### src/rtl/frame_pkg.sv
// Shared types and grid constants for the frame tracker and its update scheduler.
package frame_pkg;

    localparam int COLS = 16;
    localparam int ROWS = 12;

    typedef enum logic [2:0] {
        EMPTY  = 3'b000,
        HEAD   = 3'b001,
        BODY   = 3'b010,
        APPLE  = 3'b011,
        BORDER = 3'b100
    } obj_code_t;

    typedef enum logic [2:0] {
        ST_IDLE,
        ST_CLEAR,
        ST_SETTLE,
        ST_SAMPLE,
        ST_WAIT_ACK,
        ST_DONE
    } sched_state_t;

endpackage

### src/rtl/frame_update_sched.sv
// Walks the frame tracker one cell per scan slot, lets detection settle, commits
// each cell and forwards changed cells to the display writer over req/ack.
module frame_update_sched
    import frame_pkg::*;
#(
    parameter int COLS   = frame_pkg::COLS,
    parameter int ROWS   = frame_pkg::ROWS,
    parameter int SETTLE = 2
) (
    input  logic       clk,
    input  logic       rst,
    input  logic       tick,
    input  logic       redraw,
    input  logic       clr_status,
    input  logic [3:0] cell_x,
    input  logic [3:0] cell_y,
    input  logic       cell_diff,
    input  logic [2:0] cell_code,
    output logic       trk_enable,
    output logic       trk_sync,
    output logic       draw_req,
    output logic [3:0] draw_x,
    output logic [3:0] draw_y,
    output logic [2:0] draw_code,
    input  logic       draw_ack,
    output logic       busy,
    output logic       frame_done,
    output logic [7:0] dirty_count,
    output logic       overrun
);

    localparam logic [3:0] LAST_X    = 4'(COLS - 1);
    localparam logic [3:0] LAST_Y    = 4'(ROWS - 1);
    localparam logic [3:0] SETTLE_LD = 4'(SETTLE);

    sched_state_t state;
    logic [3:0]   settle_cnt;
    logic         redraw_pend;
    logic         last_cell;
    logic         at_last;

    assign at_last = (cell_x == LAST_X) && (cell_y == LAST_Y);

    // Moore outputs are registered alongside the state transition that enters their state.
    always_ff @(posedge clk or posedge rst) begin
        if (rst) begin
            state       <= ST_IDLE;
            settle_cnt  <= '0;
            last_cell   <= 1'b0;
            trk_enable  <= 1'b0;
            trk_sync    <= 1'b0;
            draw_req    <= 1'b0;
            draw_x      <= '0;
            draw_y      <= '0;
            draw_code   <= '0;
            busy        <= 1'b0;
            frame_done  <= 1'b0;
            dirty_count <= '0;
        end else begin
            trk_enable <= 1'b0;
            trk_sync   <= 1'b0;
            frame_done <= 1'b0;
            case (state)
                ST_IDLE: begin
                    if (tick) begin
                        dirty_count <= '0;
                        settle_cnt  <= SETTLE_LD;
                        busy        <= 1'b1;
                        if (redraw_pend) begin
                            state    <= ST_CLEAR;
                            trk_sync <= 1'b1;
                        end else begin
                            state <= ST_SETTLE;
                        end
                    end
                end
                ST_CLEAR: begin
                    state <= ST_SETTLE;
                end
                ST_SETTLE: begin
                    settle_cnt <= settle_cnt - 4'd1;
                    if (settle_cnt <= 4'd1) begin
                        state      <= ST_SAMPLE;
                        trk_enable <= 1'b1;
                    end
                end
                ST_SAMPLE: begin
                    settle_cnt <= SETTLE_LD;
                    if (cell_diff) begin
                        state     <= ST_WAIT_ACK;
                        draw_req  <= 1'b1;
                        draw_x    <= cell_x;
                        draw_y    <= cell_y;
                        draw_code <= cell_code;
                        last_cell <= at_last;
                        if (dirty_count != 8'hFF)
                            dirty_count <= dirty_count + 8'd1;
                    end else if (at_last) begin
                        state      <= ST_DONE;
                        frame_done <= 1'b1;
                    end else begin
                        state      <= ST_SETTLE;
                    end
                end
                ST_WAIT_ACK: begin
                    if (draw_ack) begin
                        draw_req <= 1'b0;
                        if (last_cell) begin
                            state      <= ST_DONE;
                            frame_done <= 1'b1;
                        end else begin
                            state <= ST_SETTLE;
                        end
                    end
                end
                ST_DONE: begin
                    state <= ST_IDLE;
                    busy  <= 1'b0;
                end
                default: begin
                    state <= ST_IDLE;
                    busy  <= 1'b0;
                end
            endcase
        end
    end

    // A redraw landing in the CLEAR cycle is a fresh request and must survive.
    always_ff @(posedge clk or posedge rst) begin
        if (rst)
            redraw_pend <= 1'b0;
        else if (redraw)
            redraw_pend <= 1'b1;
        else if (state == ST_CLEAR)
            redraw_pend <= 1'b0;
    end

    always_ff @(posedge clk or posedge rst) begin
        if (rst)
            overrun <= 1'b0;
        else if (tick && busy)
            overrun <= 1'b1;
        else if (clr_status)
            overrun <= 1'b0;
    end

endmodule

### config.mk
export PLATFORM = sky130hd
export DESIGN_NAME = frame_update_sched
export DESIGN_NICKNAME = d
export VERILOG_FILES = /design/src/rtl/frame_pkg.sv /design/src/rtl/frame_update_sched.sv
export SDC_FILE = /design/constraint.sdc
export NUM_CORES = 1
export LEC_CHECK = 0
export ABC_AREA = 1
export BUFFER_PORTS_ARGS = -buffer_cell sky130_fd_sc_hd__buf_2
export CAP_MARGIN = 10
export CORE_UTILIZATION = 55
export CTS_CLUSTER_DIAMETER = 120
export DETAILED_ROUTE_END_ITERATION = 12
export PLACE_DENSITY = 0.82
export SLEW_MARGIN = 5
export SYNTH_ARGS = -nofsm -noshare
export SYNTH_HDL_FRONTEND = slang
export SYNTH_SLANG_ARGS = --single-unit
### constraint.sdc
create_clock -name clk -period 2.5 [get_ports clk]
set_input_delay 0.375 -clock clk [delete_from_list [all_inputs] [get_ports clk]]
set_output_delay 0.375 -clock clk [all_outputs]
set_load 0.02 [all_outputs]
==> results of run 1 <==
-- worst register-to-register path: cells and delay by family, from the launching register on --
family | cells | cell delay [ns]
adders and majority gates | 1 | 0.26
and+or+nand+nor | 8 | 0.77
DFF | 1 | 0.47
-- kinds of logic (layout without fill, tap and decap cells) --
kind of cell / Yosys count / in the layout / share of synthesized area, %
simple gates: 148 / 148 / 37.09
flops: 34 / 34 / 48.50
buf+inv: 26 / 74 / 5.991
compound gates: 17 / 17 / 5.778
fa+ha+maj: 3 / 3 / 2.140
xor+xnor: 1 / 1 / 0.4994
-- per-layer routing --
| metal | GRT usage, % | share of wire, % | up-vias |
|---|---|---|---|
| met3 | 6.154 | 5.6 | 9 |
| met4 | 9.864 | 1.9 | 0 |
| met1 | 30.92 | 44 | 733 |
| li1 | - | - | 824 |
| met2 | 39.74 | 48 | 56 |
| met5 | 0 | 0 | - |
-- placed cells by master, fill, tap and decap left out, types with 2 or more instances in the layout --
| cell | n |
|---|---|
| nor3_1 | 2 |
| dfrtp_1 | 34 |
| clkbuf_4 | 5 |
| nand2_1 | 83 |
| nand2_2 | 3 |
| nand2_4 | 3 |
| inv_1 | 20 |
| o22ai_1 | 2 |
| ha_1 | 3 |
| nor2_1 | 26 |
| buf_2 | 42 |
| clkbuf_8 | 3 |
| o21ai_0 | 7 |
| a21oi_1 | 3 |
| nand3_1 | 26 |
| inv_4 | 2 |
-- per-stage QoR --
step | setup slack (ns) | std cells | util [%] | power, uW | instance area [um^2]
after floorplan | 1.041 | 229 | - | 1551 | 1754
after global placement | 1.096 | 313 | 66.49 | 1791 | 2013
after detailed placement | 1.025 | 313 | 66.49 | 1825 | 2013
after CTS | 0.9565 | 321 | 69.09 | 2208 | 2092
after global routing | 0.7959 | 321 | 69.09 | 2372 | 2092
final | 0.9341 | 321 | 69.09 | 2189 | 2092
-- where the power goes --
| part | switching [uW] | total (uW) | leakage, uW | internal (uW) |
|---|---|---|---|---|
| registers | 115 | 831 | 0.000433 | 715 |
| clock network | 183 | 375 | 0.0000446 | 192 |
| logic | 662 | 984 | 0.000662 | 322 |
-- flip-flops by register name, summed over array words and instances (netlist names), 3 cells and up --
signal       flops
settle_cnt       4
draw_code        3
dirty_count      8
draw_x           4
draw_y           4
state            3
-- layout make-up --
type,instances,area [um^2]
fillers,266,935.9
flip-flops and latches,34,850.8
multi-input cells,169,798.3
repair buffers,43,217.7
inverters,23,91.34
clock buffers,8,78.83
well taps,44,55.05
-- worst paths after layout --
| path | start | end | slack (ns) |
|---|---|---|---|
| max in group asynchronous | rst | draw_code[2] | 2.09 |
| min in group clk | redraw | redraw_pend | 0.21 |
| hold / removal | rst | dirty_count[1] | 0.1 |
| hold reg to reg | draw_code[0] | draw_code[0] | 0.48 |
| setup reg to reg | dirty_count[0] | dirty_count[2] | 0.93 |
| setup / recovery | dirty_count[0] | dirty_count[2] | 0.93 |
==> reports/qor.yml, run 1 <==
status:
  outcome: "finished clean"
sta:
  max_slew.worst_pin.slew_ns: 0.4161
  tns_ns: 0
  fin_crit_ns: 1.566
  finalSetupViolCount: 0
  fin_hold_ws_ns: 0.09952
  hold_viol_final: 0
  fin_crit_sh_pct: 62.64
  max_freq_mhz: 638.6
  slew-limit-headroom_pct: 72.26
  rsz0062_at_grt: "false"
  fin_skew_ns: 0.01022
  slew_viol_final: 0
drt:
  vias_per_cell: 5.053
  vias: 1622
  drt_pass1_iterations: 4
  routed_wl_mm: 3.627
  drc: 0
  postRouteAntennaNets: 0
  wire_per_inst_um: 11.30
  drt-initial-drc-count: 115
final_layout:
  antenna_cells: 0
  layout-area-overhead-vs-synth_pct: 19.26
  finish.net_count: 297
  layout-drive-gt1-share_pct: 22.74
synthesis:
  synth_area_leaders: "dfrtp_1 (49%), nand2_1 (18%), nand3_1 (7.4%)"
  yosysUniqueCellTypes: 27
  yosysTopAreaCell: "dfrtp_1"
  ys_ff_latch: 34
  syn_inst: 229
  synth_top_area_share_pct: 48.50
  synth_edf_count: 0
  synthFlopType: "dfrtp_1"
  ys_seq_area_share_pct: 48.50
  synthArstFlopShare_pct: 100.0
  synthTopCellsByCount: "nand2_1 (83), dfrtp_1 (34), nand3_1 (26), nor2_1 (26), inv_1 (20)"
  netlist_area_mm2: 0.001754
  syn_avg_cell_area_um2: 7.660
  synth_nets: 250
  yosys_warnings: 0
  synth.most_common_cell: "nand2_1"
critical_path:
  path_buf_inv: 0
  worst_r2r_path_depth: 9
  crit_chain: "ha_1, nand2_1, nor2_1, nand2_1, nand2_2, nand2_2, nand2_4, nand2_1, nand2_1"
  path_delay_family: "simple AND/OR/NAND/NOR gates"
  cpPeakStageDelay_ns: 0.47
  critPathRequiredTime_ns: 2.78
  critPathKind: "reg -> reg"
  cpMostUsedCell: "nand2_1"
  arrival_ns: 1.85
  endpoint_kind: "flop"
  cpMaxStageDelayCell: "dfrtp_1"
  crit_cells: 9
  crit_fanout: 8
  startpoint_type: "flop"
clock_tree:
  root_buffer: "clkbuf_4"
  numClockSinks: 34
  hold_buffers: 0
  tritoncts: "yes"
  ctsHtreeMaxLevel: 2
  cts_inserted_buffers: 5
  cts_resized: 0
  insertion_delay_ns: 0.34
  clk_pin_slew_ns: 0.10
  post_cts_buffers: 0
  cts_buffer_depth: 2
global_route:
  first_global_vias: 1481
  grt_pass1_wl_mm: 6.216
  antenna_found_initial: 0
  grt_use_total_pct: 24.28
  grt_max_degree: 35
  overflow: 0
floorplan:
  die_h_um: 58.48
  die_w_um: 58.48
  coreArea_mm2: 0.003028
  rows: 20
  io_pins: 43
  initial_core_util_pct: 57.93
  dieArea_mm2: 0.003419
placed_design:
  hpwl_mm: 2.624
  port_buffers: 42
  globalplace.congestion: 0.8251
power:
  p_per_area_mw_per_mm2: 1047
  p_leak_uw: 0.001139
  ir_worst_vdd_uv: 545.8
worst_hold_path:
  worstHoldPathType: "in -> async"
job:
  maxCapViolations: 0
Note: power is estimated with default switching activity, not from simulation.
==> run 2: changes to the inputs <==
CORE_UTILIZATION = 47   (was 55)
PLACE_DENSITY = 0.74   (was 0.82)
clock period = 1.3 ns   (was 2.5 ns; I/O delays follow)
==> run 2 against run 1 <==
  * The run now ends with setup timing left
  * Register-to-register slack worse by 0.95 ns
  * Sequential power is 97% higher
  * Global-route usage is 2.5 points lower
  * Highest routed layer unchanged
  * Largest cell class is now multi-input combinational cells
  * Routed wire length is 7.2% higher
  * Largest power group unchanged
  * Combinational power grew to 2.5 times the previous value
  * Total power is 130% higher
  * Die area is 16% higher
  * Flip-flop and latch count stayed put
  * Clock power grew to 2.6 times the previous value
==> reports/qor.yml, run 2 (synthesis results as in run 1) <==
status:
  outcome: "complete, but fails checks"
  violations: "setup timing"
placed_design:
  placed_cell_area_mm2: 0.002131  # +5.8%
  port_buffers: 42  # unchanged
  dp.cells: 327  # +4.5%
  globalplace.congestion: 0.8346  # +1.2%
  post-place-ws_ns: -0.01550  # -1.040 ns
  hpwl_mm: 2.749  # +4.8%
drt:
  vias_per_cell: 5.018  # -0.70%
  wl_met1_mm: 1.735  # +8.0%
  wl_met3_um: 177  # -13%
  drt-initial-drc-count: 43  # -63%
  postRouteAntennaNets: 0  # unchanged
  routed_wl_mm: 3.889  # +7.2%
  wire_per_inst_um: 11.54  # +2.1%
  drc: 0  # unchanged
  route.met2.wl_mm: 1.885  # +7.9%
  top_layer: "met4"
  vias: 1691  # +4.3%
  drt_pass1_iterations: 4  # unchanged
power:
  clockPowerShare_pct: 19.0  # +1.9 points
  ir_worst_vdd_uv: 1185  # +120%
  power.share.sequential_pct: 32.1  # -5.8 points
  p_leak_uw: 0.001267  # +11%
  p_per_area_mw_per_mm2: 2105  # +100%
  switching_power_uw: 2185  # +130%
  comb_power_share_pct: 48.9  # +4.0 points
  internal_power_uw: 2906  # +140%
  p_sw_share_pct: 42.93  # -0.93 points
  power_uw: 5091  # +130%
clock_tree:
  insertion_delay_ns: 0.30  # -0.04 ns
  numClockSinks: 34  # unchanged
  tritoncts: "yes"
  root_buffer: "clkbuf_8"
  cts_inserted_buffers: 5  # unchanged
  ctsHtreeMaxLevel: 2  # unchanged
  clk_pin_slew_ns: 0.07  # -0.03 ns
  cts_buffer_depth: 2  # unchanged
critical_path:
  crit_fanout: 4  # -4
  cpPeakStageDelay_ns: 0.44  # -0.03 ns
  crit_chain: "inv_2, ha_4, nor2_4, nor3_4, nor2_1, nor2_1, o21a_1"
  arrival_ns: 1.55  # -0.30 ns
  critPathRequiredTime_ns: 1.53  # -1.25 ns
  cpMaxStageDelayCell: "dfrtp_2"
  path_delay_family: "simple AND/OR/NAND/NOR gates"
  path_buf_inv: 1  # +1
  r2r_slack_ns: -0.02  # -0.95 ns
  critPathKind: "reg -> reg"
  startpoint_type: "flop"
  endpoint_kind: "flop"
  cpMostUsedCell: "nor2_1"
global_route:
  overflow: 0  # unchanged
  grt_max_degree: 35  # unchanged
  grt_pass1_wl_mm: 6.686  # +7.6%
  grt_use_total_pct: 21.80  # -2.5 points
  antenna_found_initial: 0  # unchanged
  first_global_vias: 1561  # +5.4%
sta:
  slew_viol_final: 0  # unchanged
  rsz0062_at_grt: "true"
  fin_crit_sh_pct: 101.6  # +39 points
  max_slew.worst_pin.slew_ns: 0.4210  # +0.004900 ns
  max_freq_mhz: 757.2  # +19%
  slew-limit-headroom_pct: 71.93  # -0.33 points
  fin_skew_ns: 0.005822  # -0.004401 ns
  hold_viol_final: 0  # unchanged
  finalSetupViolCount: 3  # +3
  final.setup.worst_slack_ns: -0.02060  # -0.9547 ns
  fin_crit_ns: 1.321  # -0.2453 ns
final_layout:
  finish.net_count: 311  # +4.7%
  antenna_cells: 0  # unchanged
  layout-drive-gt1-share_pct: 37.46  # +15 points
  final_area_mm2: 0.002419  # +16%
  largest_register_ffs: 8  # unchanged
  fillerInstances: 291  # +9.4%
  layout-area-overhead-vs-synth_pct: 37.87
  regMostFlops: "dirty_count"
  fin_cells: 337  # +5.0%
  layout_common_cells: "nand2_1 (69), buf_2 (42), dfrtp_1 (29)"
  layout_commonest_cell: "nand2_1"
job:
  maxCapViolations: 0  # unchanged
floorplan:
  initial_core_util_pct: 50.96  # -7.0 points
  coreArea_mm2: 0.003442  # +14%
  rows: 21  # +5.0%
  die_w_um: 63.09  # +7.9%
  io_pins: 43  # unchanged
  dieArea_mm2: 0.003980  # +16%
  die_h_um: 63.09  # +7.9%
worst_hold_path:
  worstHoldPathType: "in -> reg"
-- run 2: path summary, 6_finish.rpt --
path	from	end	cells past startpoint
min in group asynchronous	rst	dirty_count[3]	4
hold / removal	redraw	redraw_pend	2
setup reg to reg	settle_cnt[0]	state[0]	7
hold reg to reg	draw_code[0]	draw_code[0]	2
setup / recovery	settle_cnt[0]	state[0]	7
max in group asynchronous	rst	state[0]	4
-- run 2: stage by stage --
step | util (%) | hold slack (ns) | setup TNS (ns)
2_1_floorplan | - | 0.2873 | 0
3_3_place_gp | 61.90 | 0.3061 | 0
3_5_place_dp | 61.90 | 0.3170 | -0.06530
4_1_cts | 65.58 | 0.06619 | 0
5_1_grt | 70.27 | 0.06608 | -0.4879
6_report | 70.27 | 0.07209 | -0.03020
-- run 2: area by class of cell --
class / instances / area [um^2] / area share, %
Timing Repair Buffer: 57 / 325.3 / 13.45
Multi-Input combinational cell: 169 / 970.9 / 40.14
Inverter: 23 / 98.84 / 4.087
Clock buffer: 5 / 68.82 / 2.845
Tap cell: 46 / 57.56 / 2.380
Sequential cell: 34 / 857.1 / 35.44
Clock inverter: 3 / 40.04 / 1.655
-- run 2: timing repair --
item,4_1_cts,5_1_grt
hold buffers,1,0
pin swaps,0,15
endpoints found under the setup margin,10,25
hold endpoints to repair,15,0
gates resized for setup,2,43
setup buffers,0,1
-- run 2: routing by layer --
| metal | vias up | track usage (%) |
|---|---|---|
| met5 | - | 0 |
| met4 | 0 | 13.37 |
| met3 | 8 | 3.986 |
| met2 | 41 | 35.22 |
| met1 | 796 | 26.84 |
| li1 | 846 | - |
-- run 2: power groups by stage --
| stage | logic [uW] | registers [uW] | clock network (uW) |
|---|---|---|---|
| finish | 2490 | 1640 | 966 |
| global route | 2760 | 1670 | 1030 |
| CTS | 2130 | 1600 | 982 |
| detailed placement | 2120 | 1610 | 0 |
| global placement | 2080 | 1600 | 0 |
| floorplan | 1140 | 1880 | 0 |
==> run 3: changes to the inputs <==
CTS_CLUSTER_DIAMETER = not set   (was 120)
REMOVE_ABC_BUFFERS = 1   (was not set)
SKIP_LAST_GASP = 1   (was not set)
==> run 3 against run 2 <==
  * Highest routed layer unchanged
  * Setup slack worse by 0.0032 ns
  * Die area unchanged
  * Maximum frequency is 0.25% lower
  * The run still ends with setup timing left
  * Register-to-register slack barely moved
==> reports/qor.yml, run 3 (synthesis results as in run 1) <==
global_route:
  grt_use_total_pct: 20.95  # -0.85 points
  antenna_found_initial: 0  # unchanged
  grt_max_degree: 35  # unchanged
  overflow: 0  # unchanged
  grt_pass1_wl_mm: 6.486  # -3.0%
  first_global_vias: 1551  # -0.64%
final_layout:
  layout-drive-gt1-share_pct: 35.37  # -2.1 points
  layout_common_cells: "nand2_1 (71), buf_2 (42), dfrtp_1 (33)"
  layout-area-overhead-vs-synth_pct: 34.02
  final_area_mm2: 0.002351  # -2.8%
  regMostFlops: "dirty_count"
  finalCoreUtilization_pct: 68.30  # -2.0 points
  antenna_cells: 0  # unchanged
  layout_commonest_cell: "nand2_1"
  finish.net_count: 314  # +0.96%
  largest_register_ffs: 8  # unchanged
drt:
  vias_per_cell: 4.879  # -2.8%
  wl_met1_mm: 1.758  # +1.3%
  wire_per_inst_um: 11.54  # about the same
  postRouteAntennaNets: 0  # unchanged
  routed_wl_mm: 3.922  # +0.85%
  wl_met3_um: 164  # -7.3%
  vias: 1659  # -1.9%
  drc: 0  # unchanged
  drt_pass1_iterations: 4  # unchanged
  top_layer: "met4"
  drt-initial-drc-count: 82  # +91%
  route.met2.wl_mm: 1.940  # +2.9%
status:
  outcome: "complete, but fails checks"
  violations: "setup timing"
clock_tree:
  cts_inserted_buffers: 5  # unchanged
  ctsHtreeMaxLevel: 2  # unchanged
  root_buffer: "clkbuf_8"
  clk_pin_slew_ns: 0.07  # about the same
  insertion_delay_ns: 0.28  # -0.02 ns
  cts_buffer_depth: 2  # unchanged
  numClockSinks: 34  # unchanged
  tritoncts: "yes"
sta:
  max_slew.worst_pin.slew_ns: 0.4243  # +0.003230 ns
  hold_viol_final: 0  # unchanged
  slew-limit-headroom_pct: 71.72  # -0.22 points
  fin_crit_sh_pct: 101.8  # +0.25 points
  rsz0062_at_grt: "true"
  final.setup.worst_slack_ns: -0.02385  # -0.003248 ns
  finalSetupViolCount: 6  # +3
  tns_ns: -0.08318  # -0.05298 ns
  fin_crit_ns: 1.324  # +0.003248 ns
  max_freq_mhz: 755.4  # -0.25%
  slew_viol_final: 0  # unchanged
  fin_skew_ns: 0.007651  # +0.001829 ns
placed_design:
  hpwl_mm: 2.748  # about the same
  globalplace.congestion: 0.8541  # +2.3%
  port_buffers: 42  # unchanged
  placed_cell_area_mm2: 0.002106  # -1.2%
  post-place-ws_ns: -0.04152  # -0.02602 ns
critical_path:
  startpoint_type: "flop"
  critPathRequiredTime_ns: 1.52  # about the same
  critPathKind: "reg -> reg"
  crit_fanout: 8  # +4
  endpoint_kind: "flop"
  arrival_ns: 1.55  # about the same
floorplan:
  coreArea_mm2: 0.003442  # unchanged
  dieArea_mm2: 0.003980  # unchanged
  io_pins: 43  # unchanged
  rows: 21  # unchanged
  die_w_um: 63.09  # unchanged
  die_h_um: 63.09  # unchanged
  initial_core_util_pct: 50.96  # unchanged
power:
  p_per_area_mw_per_mm2: 2084  # -0.98%
  p_leak_uw: 0.001245  # -1.7%
  power_uw: 4900  # -3.8%
  ir_worst_vdd_uv: 1238  # +4.5%
worst_hold_path:
  worstHoldPathType: "in -> reg"
job:
  maxCapViolations: 0  # unchanged
## run 3: where the power goes
| group | leakage [uW] | total, uW | switching [uW] | internal (uW) |
|---|---|---|---|---|
| Clock | 0.0000579 | 942 | 378 | 564 |
| Combinational | 0.000755 | 2360 | 1470 | 890 |
| Sequential | 0.000432 | 1600 | 221 | 1380 |
| Total | 0.00124 | 4900 | 2060 | 2840 |
## run 3: per-stage QoR
stage | hold WS, ns | instances
after global routing | 0.09028 | 340
after CTS | 0.07916 | 337
after detailed placement | 0.3127 | 327
after floorplan | 0.2873 | 226
final | 0.08185 | 340
after global placement | 0.3089 | 327
## run 3: cell type report
class | count | area (um^2)
Fill cell | 313 | 1091
Tap cell | 46 | 57.56
Multi-Input combinational cell | 169 | 888.4
Clock buffer | 5 | 68.82
Sequential cell | 34 | 852.1
Inverter | 23 | 96.34
Timing Repair Buffer | 60 | 347.8
Clock inverter | 3 | 40.04
## run 3: worst paths after layout
check                            endpoint  depth (start not counted)  slack (ns)      startpoint
setup reg to reg           dirty_count[4]                          9       -0.02  dirty_count[1]
hold / removal                redraw_pend                          2        0.08          redraw
min in group asynchronous        state[2]                          4        0.54             rst
setup / recovery           dirty_count[4]                          9       -0.02  dirty_count[1]
max in group asynchronous        state[0]                          4        0.43             rst
hold reg to reg                 draw_y[1]                          2        0.47       draw_y[1]
## run 3: critical path, stage by stage (launching register included)
cell and delay, ns:
dfrtp_1 0.36, ha_2 0.19, nand2_2 0.07, nor2_2 0.16, nand2_1 0.08, nand2_2 0.09, nand2_4 0.09, nand2_8 0.11
nand2_2 0.06, nand2_2 0.06
## run 3: layer usage
| layer | up-vias | GRT usage [%] |
|---|---|---|
| li1 | 853 | - |
| met1 | 762 | 26.20 |
| met2 | 39 | 35.08 |
| met3 | 5 | 3.623 |
| met4 | 0 | 9.593 |
| met5 | - | 0 |
## run 3: what timing repair did
| action | 4_1_cts | 5_1_grt |
|---|---|---|
| pin swaps | 1 | 17 |
| buffers inserted | 1 | 5 |
| hold endpoints to repair | 10 | 0 |
| endpoints found under the setup margin | 12 | 28 |
| resized for setup | 4 | 28 |
| hold buffers | 1 | 0 |
